$ cat config.mk
export PLATFORM = sky130hd
export DESIGN_NAME = tlb_translator
export DESIGN_NICKNAME = d
export VERILOG_FILES = /design/src/rtl/tlb_pkg.sv /design/src/rtl/tlb_lru_tracker.sv /design/src/rtl/tlb_translator.sv
export SDC_FILE = /design/constraint.sdc
export NUM_CORES = 2
export LEC_CHECK = 0
export BUFFER_PORTS_ARGS = -buffer_cell sky130_fd_sc_hd__buf_2
export CAP_MARGIN = 20
export CORE_MARGIN = 2
export CORE_UTILIZATION = 58
export CTS_BUF_LIST = sky130_fd_sc_hd__clkbuf_4 sky130_fd_sc_hd__clkbuf_8 sky130_fd_sc_hd__clkbuf_16
export DETAILED_ROUTE_END_ITERATION = 8
export PLACE_DENSITY = 0.79
export RECOVER_POWER = 100
export SKIP_LAST_GASP = 1
export SLEW_MARGIN = 30
export SYNTH_ARGS = -nofsm -noshare
export SYNTH_HDL_FRONTEND = slang
export SYNTH_HIERARCHICAL = 1
export SYNTH_SLANG_ARGS = --single-unit
$ cat constraint.sdc
create_clock -name clk -period 148 [get_ports clk]
set_input_delay 29.6 -clock clk [delete_from_list [all_inputs] [get_ports clk]]
set_output_delay 29.6 -clock clk [all_outputs]
set_load 0.03 [all_outputs]
$ cat src/rtl/tlb_pkg.sv
// Shared widths, page-table entry layout, FSM encoding and TLB entry
// type for the virtual-to-physical translation stage.
package tlb_pkg;

    localparam int VA_W  = 14;
    localparam int PA_W  = 10;
    localparam int OFF_W = 6;
    localparam int VPN_W = 8;
    localparam int PPN_W = 4;

    localparam int TLB_N = 4;
    localparam int IDX_W = 2;
    localparam int PT_N  = 256;
    localparam int PTE_W = 7;
    localparam int CNT_W = 4;

    // Page-table entry: {valid, dirty, ref, ppn[3:0]}
    localparam int PTE_V = 6;
    localparam int PTE_D = 5;
    localparam int PTE_R = 4;

    typedef enum logic [2:0] {
        ST_IDLE    = 3'd0,
        ST_LOOKUP  = 3'd1,
        ST_WALK    = 3'd2,
        ST_REFILL  = 3'd3,
        ST_RESPOND = 3'd4,
        ST_FAULT   = 3'd5
    } tlb_state_e;

    typedef struct packed {
        logic             v;
        logic             d;
        logic             r;
        logic [VPN_W-1:0] vpn;
        logic [PPN_W-1:0] ppn;
    } tlb_entry_t;

    function automatic logic [PTE_W-1:0] make_pte(
        input logic             v,
        input logic             d,
        input logic             r,
        input logic [PPN_W-1:0] ppn
    );
        return {v, d, r, ppn};
    endfunction

endpackage

$ cat src/rtl/tlb_lru_tracker.sv
// True-LRU age tracker for the 4-entry TLB.
// Ports: clk_i/rst_i, touch_i + touch_idx_i (access or install),
// valid_i (entry valid bits), victim_o (replacement index).
module tlb_lru_tracker
    import tlb_pkg::*;
(
    input  logic             clk_i,
    input  logic             rst_i,
    input  logic             touch_i,
    input  logic [IDX_W-1:0] touch_idx_i,
    input  logic [TLB_N-1:0] valid_i,
    output logic [IDX_W-1:0] victim_o
);

    logic [IDX_W-1:0] age_q [TLB_N];
    logic [IDX_W-1:0] age_d [TLB_N];
    logic [IDX_W-1:0] old_age;
    logic             found;

    // Touched entry becomes youngest; entries younger than its old
    // age shift one step older, so ages stay a permutation.
    always_comb begin
        age_d   = age_q;
        old_age = age_q[touch_idx_i];
        if (touch_i) begin
            for (int j = 0; j < TLB_N; j++) begin
                if (IDX_W'(j) == touch_idx_i) begin
                    age_d[j] = '0;
                end else if (age_q[j] < old_age) begin
                    age_d[j] = age_q[j] + IDX_W'(1);
                end
            end
        end
    end

    // Free slots fill lowest-index first; otherwise evict the oldest.
    always_comb begin
        victim_o = '0;
        found    = 1'b0;
        for (int j = 0; j < TLB_N; j++) begin
            if (!valid_i[j] && !found) begin
                victim_o = IDX_W'(j);
                found    = 1'b1;
            end
        end
        if (!found) begin
            for (int j = 0; j < TLB_N; j++) begin
                if (age_q[j] == IDX_W'(TLB_N - 1)) begin
                    victim_o = IDX_W'(j);
                end
            end
        end
    end

    always_ff @(posedge clk_i or posedge rst_i) begin
        if (rst_i) begin
            for (int j = 0; j < TLB_N; j++) begin
                age_q[j] <= IDX_W'(j);
            end
        end else begin
            age_q <= age_d;
        end
    end

endmodule

$ cat src/rtl/tlb_translator.sv
// Address translation stage: 4-entry TLB, 256-entry page table, timed walk.
// Ports: CPU request (req_valid/write_in/virt_addr), OS PT write and debug
// read, cache outputs (addr_prepared/rqst_addr), status tlb_hit/page_fault/busy.
module tlb_translator
    import tlb_pkg::*;
#(
    parameter int PT_LATENCY = 4
) (
    input  logic             clk,
    input  logic             reset,
    input  logic             req_valid,
    input  logic             write_in,
    input  logic [VA_W-1:0]  virt_addr,
    input  logic             pt_wr_en,
    input  logic [VPN_W-1:0] pt_wr_vpn,
    input  logic             pt_wr_valid,
    input  logic [PPN_W-1:0] pt_wr_ppn,
    input  logic [VPN_W-1:0] pt_rd_vpn,
    output logic [PTE_W-1:0] pt_rd_entry,
    output logic             addr_prepared,
    output logic [PA_W-1:0]  rqst_addr,
    output logic             tlb_hit,
    output logic             page_fault,
    output logic             busy
);

    tlb_state_e       state_q;
    tlb_entry_t       tlb_q [TLB_N];
    logic [PTE_W-1:0] pt_q  [PT_N];

    logic [VA_W-1:0]  va_q;
    logic             wr_q;
    logic             retry_q;
    logic [CNT_W-1:0] cnt_q;
    logic [PPN_W-1:0] walk_ppn_q;

    logic             prep_q;
    logic [PA_W-1:0]  addr_q;
    logic             hit_q;
    logic             pf_q;
    logic             busy_q;

    logic [VPN_W-1:0] va_vpn;
    logic             hit;
    logic [IDX_W-1:0] hit_idx;
    logic [TLB_N-1:0] valid_vec;
    logic             touch;
    logic [IDX_W-1:0] touch_idx;
    logic [IDX_W-1:0] victim_idx;
    tlb_entry_t       vic;
    logic [PTE_W-1:0] pte_walk;
    logic             walk_done;
    logic             wr_self;

    assign va_vpn    = va_q[VA_W-1:OFF_W];
    assign pte_walk  = pt_q[va_vpn];
    assign walk_done = (cnt_q == CNT_W'(PT_LATENCY - 1));
    assign vic       = tlb_q[victim_idx];
    assign wr_self   = pt_wr_en && (pt_wr_vpn == va_vpn);

    always_comb begin
        hit       = 1'b0;
        hit_idx   = '0;
        valid_vec = '0;
        for (int i = 0; i < TLB_N; i++) begin
            valid_vec[i] = tlb_q[i].v;
            if (tlb_q[i].v && tlb_q[i].vpn == va_vpn) begin
                hit     = 1'b1;
                hit_idx = IDX_W'(i);
            end
        end
    end

    assign touch = (state_q == ST_LOOKUP && hit) ||
                   (state_q == ST_REFILL);
    assign touch_idx = (state_q == ST_REFILL) ? victim_idx : hit_idx;

    tlb_lru_tracker u_lru (
        .clk_i       (clk),
        .rst_i       (reset),
        .touch_i     (touch),
        .touch_idx_i (touch_idx),
        .valid_i     (valid_vec),
        .victim_o    (victim_idx)
    );

    always_ff @(posedge clk or posedge reset) begin
        if (reset) begin
            state_q    <= ST_IDLE;
            va_q       <= '0;
            wr_q       <= 1'b0;
            retry_q    <= 1'b0;
            cnt_q      <= '0;
            walk_ppn_q <= '0;
            prep_q     <= 1'b0;
            addr_q     <= '0;
            hit_q      <= 1'b0;
            pf_q       <= 1'b0;
            busy_q     <= 1'b0;
            for (int i = 0; i < TLB_N; i++) begin
                tlb_q[i] <= '0;
            end
            for (int p = 0; p < PT_N; p++) begin
                pt_q[p] <= '0;
            end
        end else begin
            unique case (state_q)
                ST_IDLE: begin
                    if (req_valid) begin
                        va_q    <= virt_addr;
                        wr_q    <= write_in;
                        retry_q <= 1'b0;
                        busy_q  <= 1'b1;
                        state_q <= ST_LOOKUP;
                    end
                end
                ST_LOOKUP: begin
                    if (hit) begin
                        tlb_q[hit_idx].r <= 1'b1;
                        if (wr_q) begin
                            tlb_q[hit_idx].d <= 1'b1;
                        end
                        addr_q  <= {tlb_q[hit_idx].ppn,
                                    va_q[OFF_W-1:0]};
                        prep_q  <= 1'b1;
                        hit_q   <= !retry_q;
                        state_q <= ST_RESPOND;
                    end else begin
                        cnt_q   <= '0;
                        state_q <= ST_WALK;
                    end
                end
                ST_WALK: begin
                    if (walk_done) begin
                        if (pte_walk[PTE_V]) begin
                            walk_ppn_q <= pte_walk[PPN_W-1:0];
                            state_q    <= ST_REFILL;
                        end else begin
                            pf_q    <= 1'b1;
                            state_q <= ST_FAULT;
                        end
                    end else begin
                        cnt_q <= cnt_q + CNT_W'(1);
                    end
                end
                ST_REFILL: begin
                    if (vic.v) begin
                        pt_q[vic.vpn] <= pt_q[vic.vpn] |
                            make_pte(1'b0, vic.d, vic.r, '0);
                    end
                    // A same-edge PT write to this VPN makes the
                    // walked mapping stale, so it lands invalid.
                    tlb_q[victim_idx] <= '{
                        v:   !wr_self,
                        d:   1'b0,
                        r:   1'b0,
                        vpn: va_vpn,
                        ppn: walk_ppn_q
                    };
                    retry_q <= 1'b1;
                    state_q <= ST_LOOKUP;
                end
                ST_RESPOND: begin
                    if (!req_valid) begin
                        prep_q  <= 1'b0;
                        hit_q   <= 1'b0;
                        busy_q  <= 1'b0;
                        state_q <= ST_IDLE;
                    end
                end
                ST_FAULT: begin
                    if (!req_valid) begin
                        pf_q    <= 1'b0;
                        busy_q  <= 1'b0;
                        state_q <= ST_IDLE;
                    end
                end
                default: state_q <= ST_IDLE;
            endcase

            // Later assignments override the write-back above.
            if (pt_wr_en) begin
                pt_q[pt_wr_vpn] <= make_pte(pt_wr_valid, 1'b0,
                                            1'b0, pt_wr_ppn);
                for (int i = 0; i < TLB_N; i++) begin
                    if (tlb_q[i].v && tlb_q[i].vpn == pt_wr_vpn &&
                        !(state_q == ST_REFILL &&
                          IDX_W'(i) == victim_idx)) begin
                        tlb_q[i].v <= 1'b0;
                    end
                end
            end
        end
    end

    assign pt_rd_entry   = pt_q[pt_rd_vpn];
    assign addr_prepared = prep_q;
    assign rqst_addr     = addr_q;
    assign tlb_hit       = hit_q;
    assign page_fault    = pf_q;
    assign busy          = busy_q;

endmodule

==> results.tsv <==
stage	metric	value	unit
clocking	Hold Buf Count CTS	0	
critical_path	setup slack, reg-to-reg	139560	ps
floorplanning	DIE AREA	184000	um2
grt	first-pass GRT wire length	491000	um
finish	Post-Route Utilization	63.2	%
run_status	status	finished, violations left	
placement	pre-CTS setup slack	82300	ps
timing	final setup TNS	0	ps
clocking	Post CTS Setup Buffer Count	0	
floorplanning	Initial Util	58.5	%
pwr	Gate power share	39.2	%
grt	GRT Total Usage	35.7	%
detailed_routing	ANT nets after route	0	
pwr	Switching Share	41.0	%
critical_path	type of origin of the critical path	input port	
timing	fin crit share	54.1	%
logic_synthesis	Gate Count Post-Synth	7686	
clocking	H-tree levels	4	
clocking	CTS tree	built	
critical_path	Crit Path Category	in -> out	
logic_synthesis	area fraction of the dominant cell type after synthesis	45.3	%
critical_path	Critical R2R Launch	u_lru/age_q[1]	
detailed_routing	First DRT Iteration DRCs	10388	
detailed_routing	DRC	0	
timing	RSZ-0062 raised after global routing	false	
clocking	Clock Sinks	1901	
detailed_routing	WL final	328000	um
placement	input/output buffers	60	
timing	final setup skew	41.7	ps
clocking	clock-pin slew on the worst setup and hold paths	60	ps
logic_synthesis	commonest cells in the netlist	dfrtp_1 (1,897), mux2_2 (1,266), nor2_1 (1,117), mux4_2 (1,054), nand2_1 (491)	
floorplanning	Die Wd	429	um
worst_hold_path	Hold Crit Class	reg -> reg	
detailed_routing	max layer used	met5	
pwr	total chip power	1.88	mW
placement	Cell Area, Placed	107000	um2
logic_synthesis	post-synth top area cell	dfrtp_1	
pwr	LEAKAGE	46.7	nW
floorplanning	Die Y	429	um
logic_synthesis	Warnings, synthesis	6	
flow_run	max cap viols	34	
timing	final hold violations	0	
critical_path	Setup crit end kind	output pin	
pwr	Peak VDD IR	51.9	uV
clocking	Clock Latency Late Sink	850	ps
finish	Layout Nets	7523	
floorplanning	I/O pins	61	
clocking	Clock Path Buffers	3	
critical_path	Critical Path AT	50410	ps
critical_path	worst-path maximum fanout	104	
logic_synthesis	synthesized area	105000	um2
placement	DP Cell Count	9626	
pwr	clock power share	28.1	%
pwr	PD cells	16.6	nW/um2
logic_synthesis	ys flop type	dfrtp_1	
finish	Final Instance Area	113000	um2
logic_synthesis	Avg Cell Area, Syn	13.6	um2
timing	# setup viols final	0	
critical_path	RR Endpoint	pt_q[1551]	
critical_path	CP startpoint	pt_rd_vpn[0]	
detailed_routing	WL/cell	32.7	um
timing	slack of the critical path	67990	ps
logic_synthesis	flops & latches, synth	1901	
clocking	TritonCTS Buffers	194	
finish	ratio of cells with drive above 1 in the final layout	39.0	%
timing	Max Clk Rate	0.0125	GHz
pwr	Psw	771	uW
detailed_routing	Vias/cell	7.35	
logic_synthesis	Mapped Nets	7735	
clocking	Root Buffer Master	clkbuf_16	
grt	total gr overflow	0	
grt	largest net degree at the start of global routing	182	
timing	fin crit period	80010	ps
timing	hold_ws	465	ps
logic_synthesis	most common cell in the netlist	dfrtp_1	
grt	initial antenna violation count	27	
pwr	register share of total power	32.7	%
floorplanning	# rows	155	
detailed_routing	met1 WL	114000	um
critical_path	R2R depth	15	
detailed_routing	DR WL met2	147000	um
finish	area delta synth->final	8.02	%
clocking	Post-CTS Resized	0	
detailed_routing	DR WL met3	43700	um
logic_synthesis	fraction of registers with async set/reset	100	%
placement	post-DP HPWL	220000	um
logic_synthesis	post-synthesis cell type count	64	
detailed_routing	DR vias	73638	
run_status	failing checks	max-capacitance violations, max-slew violations	
pwr	Internal	1.11	mW
critical_path	CP Capture Point	pt_rd_entry[3]	
detailed_routing	first-pass detailed-route iteration total	7	
grt	vias in the first global route	74079	
placement	gp weighted congestion	1.04	
floorplanning	core area	179000	um2
timing	headroom to the max-slew limit	-469	%
logic_synthesis	Area contributors post-synth	dfrtp_1 (45%), mux4_2 (23%), mux2_2 (14%)	
critical_path	CP required	118400	ps
timing	max-slew violations	2254	
finish	Non-Filler Instances	10014	
timing	measured slew at the worst slew-check pin	8530	ps
logic_synthesis	Post-synth EDFFs	0	
logic_synthesis	Seq/Total Area, Yosys	45.4	%
-- flip-flops by register name, summed over array words and instances, names as in the netlist --
register       count
va_q              14
tlb_hit            1
page_fault         1
rqst_addr         10
walk_ppn_q         4
addr_prepared      1
pt_q            1792
u_lru/age_q        8
state_q            3
retry_q            1
busy               1
tlb_q             60
cnt_q              4
wr_q               1
-- how the worst min path moves through the flow --
stage,from,endpoint,slack [ps],cells past startpoint
final,retry_q,tlb_hit,470,1
after global routing,retry_q,tlb_hit,490,1
after CTS,retry_q,tlb_hit,470,1
after detailed placement,retry_q,tlb_hit,460,1
after global placement,retry_q,tlb_hit,450,1
after floorplan,retry_q,tlb_hit,440,1
-- logic make-up (layout without fill, tap and decap cells) --
logic type | count (synthesis) | count (layout) | share of synthesized area [%]
DFF | 1901 | 1901 | 45.4
adders and majority gates | 9 | 9 | 0.108
buffers and inverters | 617 | 573 | 2.51
other | 0 | 17 | 0
xor gates and xnor gates | 74 | 74 | 0.619
AOI/OAI and AO/OA | 770 | 770 | 6.54
and+or+nand+nor | 1856 | 1856 | 7.18
muxes | 2459 | 2459 | 37.6
-- area by class of cell --
type,count,area [um2]
clock buffer,277,5830
clock inverter,87,1080
multi-input combinational,5168,54200
inverter,12,46.3
timing repair buffer,197,1380
sequential,1901,47600
fill,12615,65900
antenna,17,42.5
tap,2355,2950
-- cell usage in the layout, fill, tap and decap left out, drive strengths merged, types with 17 or more instances in the layout --
master and n:
dfrtp 1897, mux2 1267, nor2 1117, mux4 1055, a211oi 549, nand2 493, clkbuf 337, mux2i 137
buf 137, nand3 65, o21ai 50, clkinv 50, xor2 47, nor2b 46, xnor2 27, a21oi 25
a311oi 23, a22oi 23, o22ai 22, nand4 22, nor4 21, bufinv 20, and3 18, diode 17
nor3 17
-- power groups by stage --
stage | combinational, mW | sequential (mW) | clock, mW
after floorplan | 0.553 | 0.600 | 0
after global placement | 0.698 | 0.620 | 0
after detailed placement | 0.714 | 0.623 | 0
after CTS | 0.716 | 0.614 | 0.530
after global routing | 0.758 | 0.618 | 0.553
final | 0.736 | 0.615 | 0.528
-- critical path, cell delays in order --
cell and delay (ps):
clkbuf_1 3840, clkbuf_1 2970, clkbuf_1 2030, clkbuf_1 2510
clkbuf_1 6090, mux4_2 1040, mux4_2 580, mux4_2 710
mux4_2 570, clkbuf_1 240
-- routing by layer --
metal	global-route usage (%)	vias up
li1	-	28929
met1	45.4	38059
met2	52.9	5297
met3	13.5	1323
met4	19.6	30
met5	0.937	-
No activity file was read; power rests on OpenSTA's default activity.
